`config.mk`:
```
export PLATFORM = sky130hd
export DESIGN_NAME = alu_result_stage
export DESIGN_NICKNAME = d
export VERILOG_FILES = /design/src/rtl/alu_pkg.sv /design/src/rtl/alu_flag_gen.sv /design/src/rtl/alu_result_stage.sv
export SDC_FILE = /design/constraint.sdc
export NUM_CORES = 1
export LEC_CHECK = 0
export ABC_CLOCK_PERIOD_IN_PS = 1800
export BUFFER_PORTS_ARGS = -buffer_cell sky130_fd_sc_hd__buf_2
export CORE_MARGIN = 3
export CORE_UTILIZATION = 54
export DETAILED_ROUTE_END_ITERATION = 16
export GPL_TIMING_DRIVEN = 0
export PLACE_DENSITY = 0.87
export SKIP_CTS_REPAIR_TIMING = 1
export SYNTH_ARGS = -nofsm -noshare
export SYNTH_HDL_FRONTEND = slang
export SYNTH_SLANG_ARGS = --single-unit
export TNS_END_PERCENT = 1
```
`constraint.sdc`:
```
create_clock -name clk -period 1.8 [get_ports clk]
set_input_delay 0.27 -clock clk [delete_from_list [all_inputs] [get_ports clk]]
set_output_delay 0.27 -clock clk [all_outputs]
set_load 0.02 [all_outputs]
```
`src/rtl/alu_pkg.sv`:
```
// Shared types for the ALU result stage: widths, mux-slot opcodes and the
// buffered result entry.
package alu_pkg;

    localparam int ALU_DW  = 16;
    localparam int ALU_OPW = 4;

    // One name per ALU result mux slot; the value is the select that picks it.
    typedef enum logic [ALU_OPW-1:0] {
        OP_ADD  = 4'd0,  OP_SUB  = 4'd1,  OP_AND  = 4'd2,  OP_OR   = 4'd3,
        OP_XOR  = 4'd4,  OP_NOT  = 4'd5,  OP_SHL  = 4'd6,  OP_SHR  = 4'd7,
        OP_SRA  = 4'd8,  OP_ROL  = 4'd9,  OP_ROR  = 4'd10, OP_INC  = 4'd11,
        OP_DEC  = 4'd12, OP_NEG  = 4'd13, OP_PASA = 4'd14, OP_PASB = 4'd15
    } alu_op_e;

    typedef struct packed {
        logic [ALU_DW-1:0]  data;
        logic [ALU_OPW-1:0] op;
        logic               zero;
        logic               neg;
        logic               par;
    } alu_entry_t;

endpackage

```
`src/rtl/alu_flag_gen.sv`:
```
// Combinational status flags for one result word: zero, sign and even parity.
module alu_flag_gen #(
    parameter int DW = 16
) (
    input  logic [DW-1:0] data,
    output logic          zero,
    output logic          neg,
    output logic          par
);

    assign zero = ~|data;
    assign neg  = data[DW-1];
    assign par  = ^data;

endmodule

```
`src/rtl/alu_result_stage.sv`:
```
// Registered output stage behind the ALU result mux: flags captured with the
// data, a two-entry skid buffer towards the consumer and a delivered-result count.
module alu_result_stage
    import alu_pkg::*;
#(
    parameter int DW  = ALU_DW,
    parameter int OPW = ALU_OPW
) (
    input  logic           clk,
    input  logic           rst_n,
    input  logic           flush,
    input  logic           in_valid,
    output logic           in_ready,
    input  logic [DW-1:0]  in_data,
    input  logic [OPW-1:0] in_op,
    output logic           out_valid,
    input  logic           out_ready,
    output logic [DW-1:0]  out_data,
    output logic [OPW-1:0] out_op,
    output logic           out_zero,
    output logic           out_neg,
    output logic           out_par,
    output logic [15:0]    out_count
);

    // Handshake: a beat moves on a rising edge where valid && ready are both 1;
    // valid never waits on ready, and in_ready is a flop (== skid empty), so no
    // combinational path runs from out_ready back to in_ready.

    alu_entry_t in_entry;
    alu_entry_t main_q;
    alu_entry_t skid_q;
    logic       main_v;
    logic       skid_v;
    logic       in_ready_q;
    logic [15:0] count_q;
    logic       in_fire;
    logic       out_fire;
    logic       f_zero;
    logic       f_neg;
    logic       f_par;

    alu_flag_gen #(.DW(DW)) u_flags (
        .data (in_data),
        .zero (f_zero),
        .neg  (f_neg),
        .par  (f_par)
    );

    always_comb begin
        in_entry      = '0;
        in_entry.data = in_data;
        in_entry.op   = in_op;
        in_entry.zero = f_zero;
        in_entry.neg  = f_neg;
        in_entry.par  = f_par;
    end

    assign in_fire  = in_valid && in_ready_q;
    assign out_fire = main_v && out_ready;

    always_ff @(posedge clk or negedge rst_n) begin
        if (!rst_n) begin
            main_q     <= '0;
            skid_q     <= '0;
            main_v     <= 1'b0;
            skid_v     <= 1'b0;
            in_ready_q <= 1'b1;
            count_q    <= '0;
        end else begin
            if (out_fire) begin
                count_q <= count_q + 16'd1;
            end
            if (flush) begin
                // Data registers keep their last values; only occupancy is cleared.
                main_v     <= 1'b0;
                skid_v     <= 1'b0;
                in_ready_q <= 1'b1;
            end else if (out_fire || !main_v) begin
                if (skid_v) begin
                    main_q     <= skid_q;
                    main_v     <= 1'b1;
                    skid_v     <= 1'b0;
                    in_ready_q <= 1'b1;
                end else if (in_fire) begin
                    main_q <= in_entry;
                    main_v <= 1'b1;
                end else begin
                    main_v <= 1'b0;
                end
            end else if (in_fire) begin
                skid_q     <= in_entry;
                skid_v     <= 1'b1;
                in_ready_q <= 1'b0;
            end
        end
    end

    assign in_ready  = in_ready_q;
    assign out_valid = main_v;
    assign out_data  = main_q.data;
    assign out_op    = main_q.op;
    assign out_zero  = main_q.zero;
    assign out_neg   = main_q.neg;
    assign out_par   = main_q.par;
    assign out_count = count_q;

endmodule

```
==> summary.md <==
| Metric | Value |
|---|---|
| Status | `finished with violations` |
| Violated checks | `hold timing` |
| Top-count cell post-synth | `dfrtp_1` |
| Post-synthesis cell area | `0.00300 mm^2` |
| Post-DR vias/cell | `5.07` |
| Mapped Nets | `284` |
| I/O Buffers | `65` |
| GRT Total Usage | `0.197` |
| Hold Vio Cnt, Final | `1` |
| Filler cells | `402` |
| Clk sinks | `63` |
| Synth Flop Type | `dfrtp_1` |
| Count of final setup violators | `0` |
| Slew Limit Headroom | `0.482` |
| Initial antenna violation count | `0` |
| Slew @ Worst Pin | `0.776 ns` |
| DRC | `0` |
| H-tree levels | `3` |
| Die ar. | `0.00648 mm^2` |
| Avg WL per Cell | `14.2 um` |
| N_diodes | `0` |
| Core box area | `0.00524 mm^2` |
| CTS tree | `done` |
| CP Launch Type | `flop` |
| Via count | `2034` |
| Worst reg-to-reg setup slack | `0.09 ns` |
| CTS Root Cell | `clkbuf_8` |
| Dpl cells | `385` |
| Post-synth EDFFs | `0` |
| Vias in the first global route | `2033` |
| # IOs | `66` |
| Total Wirelength | `5.70 mm` |
| Site Rows | `26` |
| Later-pin clock latency in the skew report | `0.34 ns` |
| Layout Skew | `0.00717 ns` |
| Initial Utilization | `0.572` |
| Worst-path clk slew | `0.07 ns` |
| Max Slew Vio Count | `0` |
| Cell accounting for the most synthesized area | `dfrtp_1` |
| Drt pass-1 iters | `4` |
| DPL Wire Length | `4.06 mm` |
| Period utilization | `0.952` |
| Global route total overflow | `0` |
| FF+latch count, synth | `63` |
| First-pass GRT wire length | `9.60 mm` |
| Num CTS Buffers | `9` |
| Hold WC Path Type | `in2async` |
| Largest net degree at the start of global routing | `64` |
| Synth warn | `0` |
| Synth unique cells | `29` |
| Setup crit end kind | `flop` |
| Power density cells | `1180 mW/mm^2` |
| Multi-input gate area in the final layout | `0.00127 mm^2` |
| Peak VDD IR | `788 uV` |
| Area growth syn-to-layout | `21.6%` |
| Global placement routability congestion | `0.751` |
| Final nets | `360` |
| Die width | `80.5 um` |
| Max Cap Violations | `0` |
| Sequential cell area | `0.00158 mm^2` |
| Mapped Avg Cell Area | `12.0 um^2` |
| Crit-path max FO | `10` |
| Setup CP Type | `reg2reg` |
| Seq/Total Area, Yosys | `0.527` |
| DRT antenna net count | `0` |
| Synth cell count leaders | `62 x dfrtp_1, 27 x nor2_1, 21 x mux2_2, 21 x mux2i_1` |
| Post-Layout Cell Count | `401` |
| Post-synthesis cell count | `250` |
| Post-synth top area share | `0.518` |
| Clock buffer depth | `2` |
| Leakage | `1.70 nW` |
| Post-route minimum period | `1.71 ns` |
| CP required | `2.02 ns` |
| Initial detailed-routing violation count | `110` |
| Largest cells by area after synthesis | `dfrtp_1 52%, mux2_2 7.9%, mux2i_1 7.0%` |
| Die H | `80.5 um` |
| Arr. time, crit path | `1.93 ns` |
| Highest clock rate | `583 MHz` |
| Layout cells sized above 1 | `0.411` |
| RSZ-0062 raised after global routing | `false` |
| Fin Hold WS | `-0.00151 ns` |
| Fraction of registers with async set/reset | `1.00` |
| Total negative slack | `0 ns` |
## metal layers
layer | part of all wire | GRT usage | up-vias
li1 | - | - | 993
met1 | 0.44 | 0.242 | 986
met2 | 0.49 | 0.322 | 44
met3 | 0.051 | 0.0460 | 11
met4 | 0.018 | 0.101 | 0
met5 | 0 | 0 | -
## power by group
part	switching (mW)	internal, mW
clock network	0.549	0.852
registers	0.187	1.72
logic	0.571	0.440
total	1.31	3.01
## per-stage QoR
stage          power (mW)  cell area [um^2]  setup slack [ns]   util
3_3_place_gp         2.90              3410             0.120  0.651
2_1_floorplan        2.60              3000             0.195      -
6_report             4.32              3640            0.0860  0.696
5_1_grt              4.55              3640            0.0192  0.696
4_1_cts              4.37              3640            0.0679  0.695
3_5_place_dp         2.95              3410            0.0877  0.651
## layout by cell type (no fill, tap or decap)
master      Yosys  final
mux2i_1        21     21
ha_1            9      9
nand2_1         4      4
xnor2_1        20     20
and3_1          1      1
inv_1          19     19
clkinv_2        0      1
dfstp_2         1      1
nor3_1          3      3
nor2b_1         1      1
a21oi_1         5      5
a21oi_2        20     20
and2_1          1      1
buf_2           3     67
mux2_1          1      1
clkbuf_8        0     11
o22ai_1         1      1
nor2_1         27     27
o31ai_1         1      1
nand4_1         5      5
xor2_1          2      2
clkinvlp_4      0      2
nand2b_4        1      1
and4_1          1      1
mux2_2         21     21
buf_4           5      6
dfrtp_1        62     62
nor3b_4         1      1
nor3_4          1      1
nand2b_1        1      1
nand3_1        10     10
bufinv_16       0      2
buf_6           2      2
## logic make-up after synthesis
logic type,Yosys count,share of synthesized area
AOI/OAI and AO/OA,27,0.0714
xor gates and xnor gates,22,0.0643
adders and majority gates,9,0.0376
and+or+nand+nor,57,0.0985
buffers and inverters,29,0.0489
muxes,43,0.153
DFF,63,0.527
## final timing paths
| kind | endpoint | from | depth (start not counted) |
|---|---|---|---|
| hold reg to reg | out_count[15] | out_count[15] | 1 |
| max in group asynchronous | out_data[6] | rst_n | 1 |
| hold / removal | out_count[14] | rst_n | 1 |
| setup reg to reg | skid_q[20] | in_ready | 4 |
| setup / recovery | skid_q[20] | in_ready | 4 |
| min in group clk | skid_q[5] | in_op[2] | 2 |
## flip-flops by register name, indices dropped and copies added, names as in the netlist
signal and flops:
out_zero 1, out_par 1, out_op 4, out_data 15, out_neg 1, out_valid 1, in_ready 1, skid_q 22
skid_v 1, out_count 16
## area by class of cell
type	count	area share
Buffer	10	0.0206
Sequential cell	63	0.433
Multi-Input combinational cell	158	0.349
Inverter	19	0.0196
Clock inverter	5	0.0220
Timing Repair Buffer	65	0.0900
Tap cell	70	0.0240
Clock buffer	11	0.0416
## critical path, cell delays in order, from the launching register on
cell and delay (ns):
dfstp_2 0.57, nand2_1 0.09, nor3_4 0.32, buf_4 0.26, mux2_2 0.35
Power figures use the tool's default switching activity.
